[src/rtl/bcd_to_bin.sv]
// Sequential 4-digit BCD-to-binary converter (reverse double-dabble, one shift per clock).
// Optional invalid-digit rejection is enabled by defining BCD_RANGE_CHECK_EN.
//
// state  | meaning
// IDLE   | waiting for start; timer and err hold
// CONV   | one shift/adjust step per clock, 14 steps
// DONE   | one-cycle done pulse, then back to IDLE
module bcd_to_bin #(
    parameter int OUT_W = 16
) (
    input  logic             clk,
    input  logic             rst_n,
    input  logic             start,
    input  logic [3:0]       digit1,
    input  logic [3:0]       digit2,
    input  logic [3:0]       digit3,
    input  logic [3:0]       digit4,
    output logic [OUT_W-1:0] timer,
    output logic             busy,
    output logic             done,
    output logic             err
);

    localparam logic [1:0] S_IDLE = 2'd0;
    localparam logic [1:0] S_CONV = 2'd1;
    localparam logic [1:0] S_DONE = 2'd2;

    localparam logic [3:0] LAST_STEP = 4'd13;

    logic [1:0]  state;
    logic [3:0]  count;
    logic [29:0] work;
    logic [29:0] shifted;
    logic [29:0] step_w;

    function automatic logic [3:0] adjust(input logic [3:0] nib);
        return (nib >= 4'd8) ? (nib - 4'd3) : nib;
    endfunction

    // Upper four nibbles hold the BCD digits being halved; low 14 bits collect the binary result.
    assign shifted = {1'b0, work[29:1]};
    assign step_w  = {adjust(shifted[29:26]), adjust(shifted[25:22]),
                      adjust(shifted[21:18]), adjust(shifted[17:14]), shifted[13:0]};

    assign busy = (state != S_IDLE);

    always_ff @(posedge clk) begin
        if (!rst_n) begin
            state <= S_IDLE;
            count <= 4'd0;
            work  <= 30'd0;
            timer <= '0;
            done  <= 1'b0;
            err   <= 1'b0;
        end else begin
            done <= 1'b0;
            case (state)
                S_IDLE: begin
                    if (start) begin
`ifdef BCD_RANGE_CHECK_EN
                        if ((digit1 > 4'd9) || (digit2 > 4'd9) ||
                            (digit3 > 4'd9) || (digit4 > 4'd9)) begin
                            err   <= 1'b1;
                            timer <= '0;
                            done  <= 1'b1;
                            state <= S_DONE;
                        end else begin
                            work  <= {digit4, digit3, digit2, digit1, 14'd0};
                            count <= 4'd0;
                            state <= S_CONV;
                        end
`else
                        work  <= {digit4, digit3, digit2, digit1, 14'd0};
                        count <= 4'd0;
                        state <= S_CONV;
`endif
                    end
                end
                S_CONV: begin
                    work  <= step_w;
                    count <= count + 4'd1;
                    if (count == LAST_STEP) begin
                        timer <= OUT_W'(step_w[13:0]);
                        done  <= 1'b1;
                        err   <= 1'b0;
                        state <= S_DONE;
                    end
                end
                S_DONE: begin
                    state <= S_IDLE;
                end
                default: begin
                    state <= S_IDLE;
                end
            endcase
        end
    end

endmodule
[config.mk]
export PLATFORM = sky130hd
export DESIGN_NAME = bcd_to_bin
export DESIGN_NICKNAME = d
export VERILOG_FILES = /design/src/rtl/bcd_to_bin.sv
export SDC_FILE = /design/constraint.sdc
export NUM_CORES = 1
export LEC_CHECK = 0
export CAP_MARGIN = 20
export CELL_PAD_IN_SITES_DETAIL_PLACEMENT = 2
export CELL_PAD_IN_SITES_GLOBAL_PLACEMENT = 2
export CORE_MARGIN = 2
export CORE_UTILIZATION = 30
export CTS_CLUSTER_SIZE = 28
export DETAILED_ROUTE_END_ITERATION = 12
export PLACE_DENSITY = 0.8
export SLEW_MARGIN = 20
export SYNTH_ARGS = -nofsm -noshare
export SYNTH_HDL_FRONTEND = slang
export SYNTH_SLANG_ARGS = --single-unit
[constraint.sdc]
create_clock -name clk -period 4.5 [get_ports clk]
set_clock_uncertainty 0.2 [all_clocks]
set_input_delay 0.45 -clock clk [delete_from_list [all_inputs] [get_ports clk]]
set_output_delay 0.45 -clock clk [all_outputs]
set_load 0.03 [all_outputs]
-- After elaboration in Yosys (flattened, before gate mapping)
Index checks and enable logic that the tools add are counted.
- output and inout bits: 19
- bits of input ports: 19
- register bits: 51
- $add $sub $neg: 5
- equality and inequality tests: 4
- reductions and logical operators: 7
- multiplexer cells: 12
- $lt $le $gt $ge: 4
- operator list (cell ; count):
    $pmux W30 S2 ; 1
    $mux W30 ; 1
    $mux W4 ; 5
    $ge A4 B4 Y1 const B ; 3
    $sub A4 B2 Y4 const B ; 3
    $pmux W4 S2 ; 1
    $reduce_and A2 Y1 ; 4
    $add A4 B1 Y4 const B ; 1
    $eq A4 B4 Y1 const B ; 1
    $ge A3 B4 Y1 const B ; 1
    $mux W2 ; 2
    $ne A2 B2 Y1 const B ; 2
    $pmux W2 S2 ; 1
    $reduce_bool A2 Y1 ; 2
    $sub A3 B2 Y4 const B ; 1
    $eq A2 B1 Y1 const B ; 1
    $logic_not A2 Y1 ; 1
    $mux W1 ; 1

-- Logic depth before layout (Yosys ltp)
- depth in word-level cells: 3
- mapped depth: 6
- mapped depth without buffers: 5

-- Least setup slack after synthesis
OpenSTA, ideal clock, no wires.
- path kind: input -> register
- start point: in start
- end point: reg work[14]
- library setup time: 122 ps
- path slack: 2823 ps
- buffers on the path: 1
- stages: 4
- arrival: 1355 ps
- cells stage by stage: or3b_1 > buf_2 > and3_4 > a221o_1
- cells in the longest elaborated chain, start to end: 2
- ends and longest elaborated chain (element ; line ; source):
    from (decl) ; 13 ; input logic start,
    $ne A2 B2 Y1 (no source line) ; -- ;
    $reduce_and A2 Y1 (no source line) ; -- ;
    to (signal assigned) ; 73 ; work <= {digit4, digit3, digit2, digit1, 14'd0};
    to (signal assigned) ; 80 ; work <= step_w;
    to (decl) ; 32 ; logic [29:0] work;
Every way passes these cells.
A chain may end at the register's enable or synchronous reset.

==> flow_metrics.py <==
metrics = {
    "clock_tree": {
        "cts_resized": 0,
        "cts_tree": "yes",
        "clk_path_buf_depth": 2,
        "cts_buffers": 5,
        "cts.reportedPaths.clkPinSlew_ns": 0.09,
        "clk_latency_ns": 0.31,
        "htreeDepth": 2,
        "ctsHoldBuffers": 0,
        "cts_setup_buffers": 0,
        "clock-sinks": 50,
        "clock-root-buffer": "clkbuf_8",
    },
    "drt": {
        "remaining_drc_errors": 0,
        "ant_nets": 0,
        "dr.pass1.iters": 4,
        "drtIter0Drc": 58,
        "drt-wirelength-per-cell_um": 17.0,
        "num_vias": 1798,
        "wl_um": 5970,
        "via_per_inst": 5.11,
    },
    "place": {
        "gp_congestion": 0.677,
        "place_worst_setup_slack_ns": 1.44,
        "dp.cells": 344,
        "dp_hpwl_um": 3940,
        "io_buffers": 34,
    },
    "logic_synthesis": {
        "synthFlopType": "dfxtp_1",
        "synth.avg_cell_area_um2": 9.36,
        "synth_top_family_by_area": "compound AO/OA/AOI/OAI gates",
        "synth-xor-area-share_pct": 2.86,
        "synth_compound_area_share_pct": 21.2,
        "syn_area_um2": 2140,
        "synthMuxAreaShare_pct": 0,
        "yosys.area.top_type": "dfxtp_1",
        "synth_edf_count": 0,
        "yosysSeqAreaShare_pct": 46.7,
        "synth.top_cell.area_share_pct": 46.7,
        "ys_ff_latch": 50,
        "synth_area_leaders": "dfxtp_1 (47%), a22o_1 (5.3%), a21boi_0 (4.9%)",
        "yosys.area_share.adder_pct": 4.67,
        "syn_inst": 229,
        "synth_simple_gate_area_share_pct": 18.2,
        "synth.distinct_cells": 35,
        "ys_warn_count": 0,
        "async_flop_share_pct": 0,
    },
    "floorplan": {
        "die_area_um2": 7840,
        "ios": 38,
        "rows": 30,
        "fp.dieH_um": 88.5,
        "core_area_um2": 6870,
        "initial_core_util_pct": 31.2,
        "die_w_um": 88.5,
    },
    "timing": {
        "tightest_slew_ns": 0.958,
        "final.setup.tns_ns": 0,
        "hold_viol_final": 0,
        "rsz0062_at_grt": "no",
        "drv_slew": 0,
        "relSlewSlack_pct": 35.9,
        "setup_viol": 0,
        "fin_ws_ns": 1.82,
        "period_needed_ns": 2.68,
        "fmax_mhz": 373,
        "whs_ns": 0.290,
        "finalCritPeriodShare_pct": 59.6,
    },
    "critical_path": {
        "crit_family": "simple AND/OR/NAND/NOR gates",
        "crit_chain": "clkdlybuf4s50_1, buf_4, nand3b_1, nor2_1, a22o_1",
        "r2r_slack_ns": 2.18,
        "worstSetupEndpoint": "timer[1]",
        "ff2ff_path_depth": 4,
        "cp_num_cells": 5,
        "worstReg2RegStart": "state[1]",
        "crit_buf_inv": 2,
        "cp_max_fo": 40,
        "rr_endpoint": "timer[1]",
        "crit_type": "input pin to flip-flop",
        "crit_required_ns": 4.55,
        "slowest_stage": "nor2_1",
        "critPathMaxStageDelay_ns": 0.83,
        "cp.arrival_ns": 2.73,
        "worstSetupStartpointType": "input pin",
        "crit_start": "rst_n",
        "crit_path_end_kind": "flip-flop",
    },
    "finish": {
        "final_nets": 282,
        "layout_commonest_cell": "dfxtp_1",
        "n_antenna_cell": 0,
        "syn_to_final_growth_pct": 23.2,
        "drive_gt1_share_pct": 5.86,
        "fin_cells": 352,
        "final_cell_mix": "dfxtp_1 (50), clkdlybuf4s50_1 (34), nand3_1 (21), nand2_1 (18), a21boi_0 (14)",
    },
    "job": {
        "maxCapViolCount": 0,
    },
    "power_and_ir_drop": {
        "ir_drop_mv": 0.101,
        "total_power_mw": 0.880,
        "leakage_nw": 0.936,
        "power.density_nw_per_um2": 333,
    },
    "grt": {
        "overflow": 0,
        "track_usage_pct": 16.6,
        "antenna_found_initial": 0,
        "grt_pass1_vias": 1988,
        "grt_pass1_wl_um": 9980,
        "grt_max_degree": 41,
    },
    "outcome": {
        "status": "finished, final reports clean",
    },
    "min_path": {
        "hold_class": "flip-flop to flip-flop",
    },
}
synth_stat cells (all sizes together) (2+ instances only):
cell / n
a21oi: 4
nor2b: 5
a21boi: 14
nand4: 4
xnor2: 7
o2111a: 3
nor3: 8
a221o: 3
nand3b: 2
nor2: 10
a31oi: 3
a22o: 13
o221ai: 4
and3: 3
clkbuf: 7
dfxtp: 50
nand3: 21
nand2: 18
o21a: 3
o21ai: 3
o211ai: 6
ha: 8
inv: 7
buf: 14
how the worst min path moves through the flow:
stage,start,to,cells after the start
global placement,work[1],timer[0],2
floorplan,work[1],timer[0],2
detailed placement,timer[8],timer[8],1
finish,work[1],timer[0],2
CTS,work[1],timer[0],2
global route,timer[5],timer[5],1
worst reg2reg max path, stage by stage, from the launching register on:
cell,delay [ns]
dfxtp_1,0.46
nand2b_1,0.53
buf_4,0.37
o21a_1,0.50
a22o_1,0.22
power by group:
part / leakage, nW / total [mW] / internal [mW] / switching, mW
Sequential: 0.406 / 0.478 / 0.459 / 0.0194
Combinational: 0.479 / 0.117 / 0.0510 / 0.0658
Clock: 0.0514 / 0.285 / 0.127 / 0.158
Total: 0.936 / 0.880 / 0.637 / 0.243
routing by layer:
metal / share of wire, % / GRT usage [%]
met3: 1.6 / 2.15
met1: 49 / 21.2
met2: 48 / 28.3
met5: 0 / 0
met4: 1.6 / 6.89
area by class of cell:
| cell class | instances | area [um2] |
|---|---|---|
| sequential | 50 | 1000 |
| clock buffer | 6 | 82.6 |
| multi-input combinational | 153 | 1020 |
| fill | 744 | 4230 |
| clock inverter | 2 | 17.5 |
| inverter | 7 | 26.3 |
| tap | 96 | 120 |
| timing repair buffer | 38 | 370 |
state kept, by name, summed over array words and instances (netlist names):
signal and count:
work 29, timer 14, count 4, state 2
done 1
cell families (layout without fill, tap and decap cells):
| family | after synthesis | in the layout |
|---|---|---|
| flops | 50 | 50 |
| other cells | 1 | 3 |
| buf+inv | 28 | 53 |
| xor+xnor | 7 | 7 |
| fa+ha+maj | 8 | 8 |
| simple gates | 77 | 77 |
| compound gates | 58 | 58 |
stage by stage:
| stage | utilization, % | cell area, um2 |
|---|---|---|
| floorplan | - | 2150 |
| CTS | 38.4 | 2640 |
| global route | 38.4 | 2640 |
| finish | 38.4 | 2640 |
| global placement | 37.0 | 2540 |
| detailed placement | 37.0 | 2540 |
(Power assumes the default switching activity.)
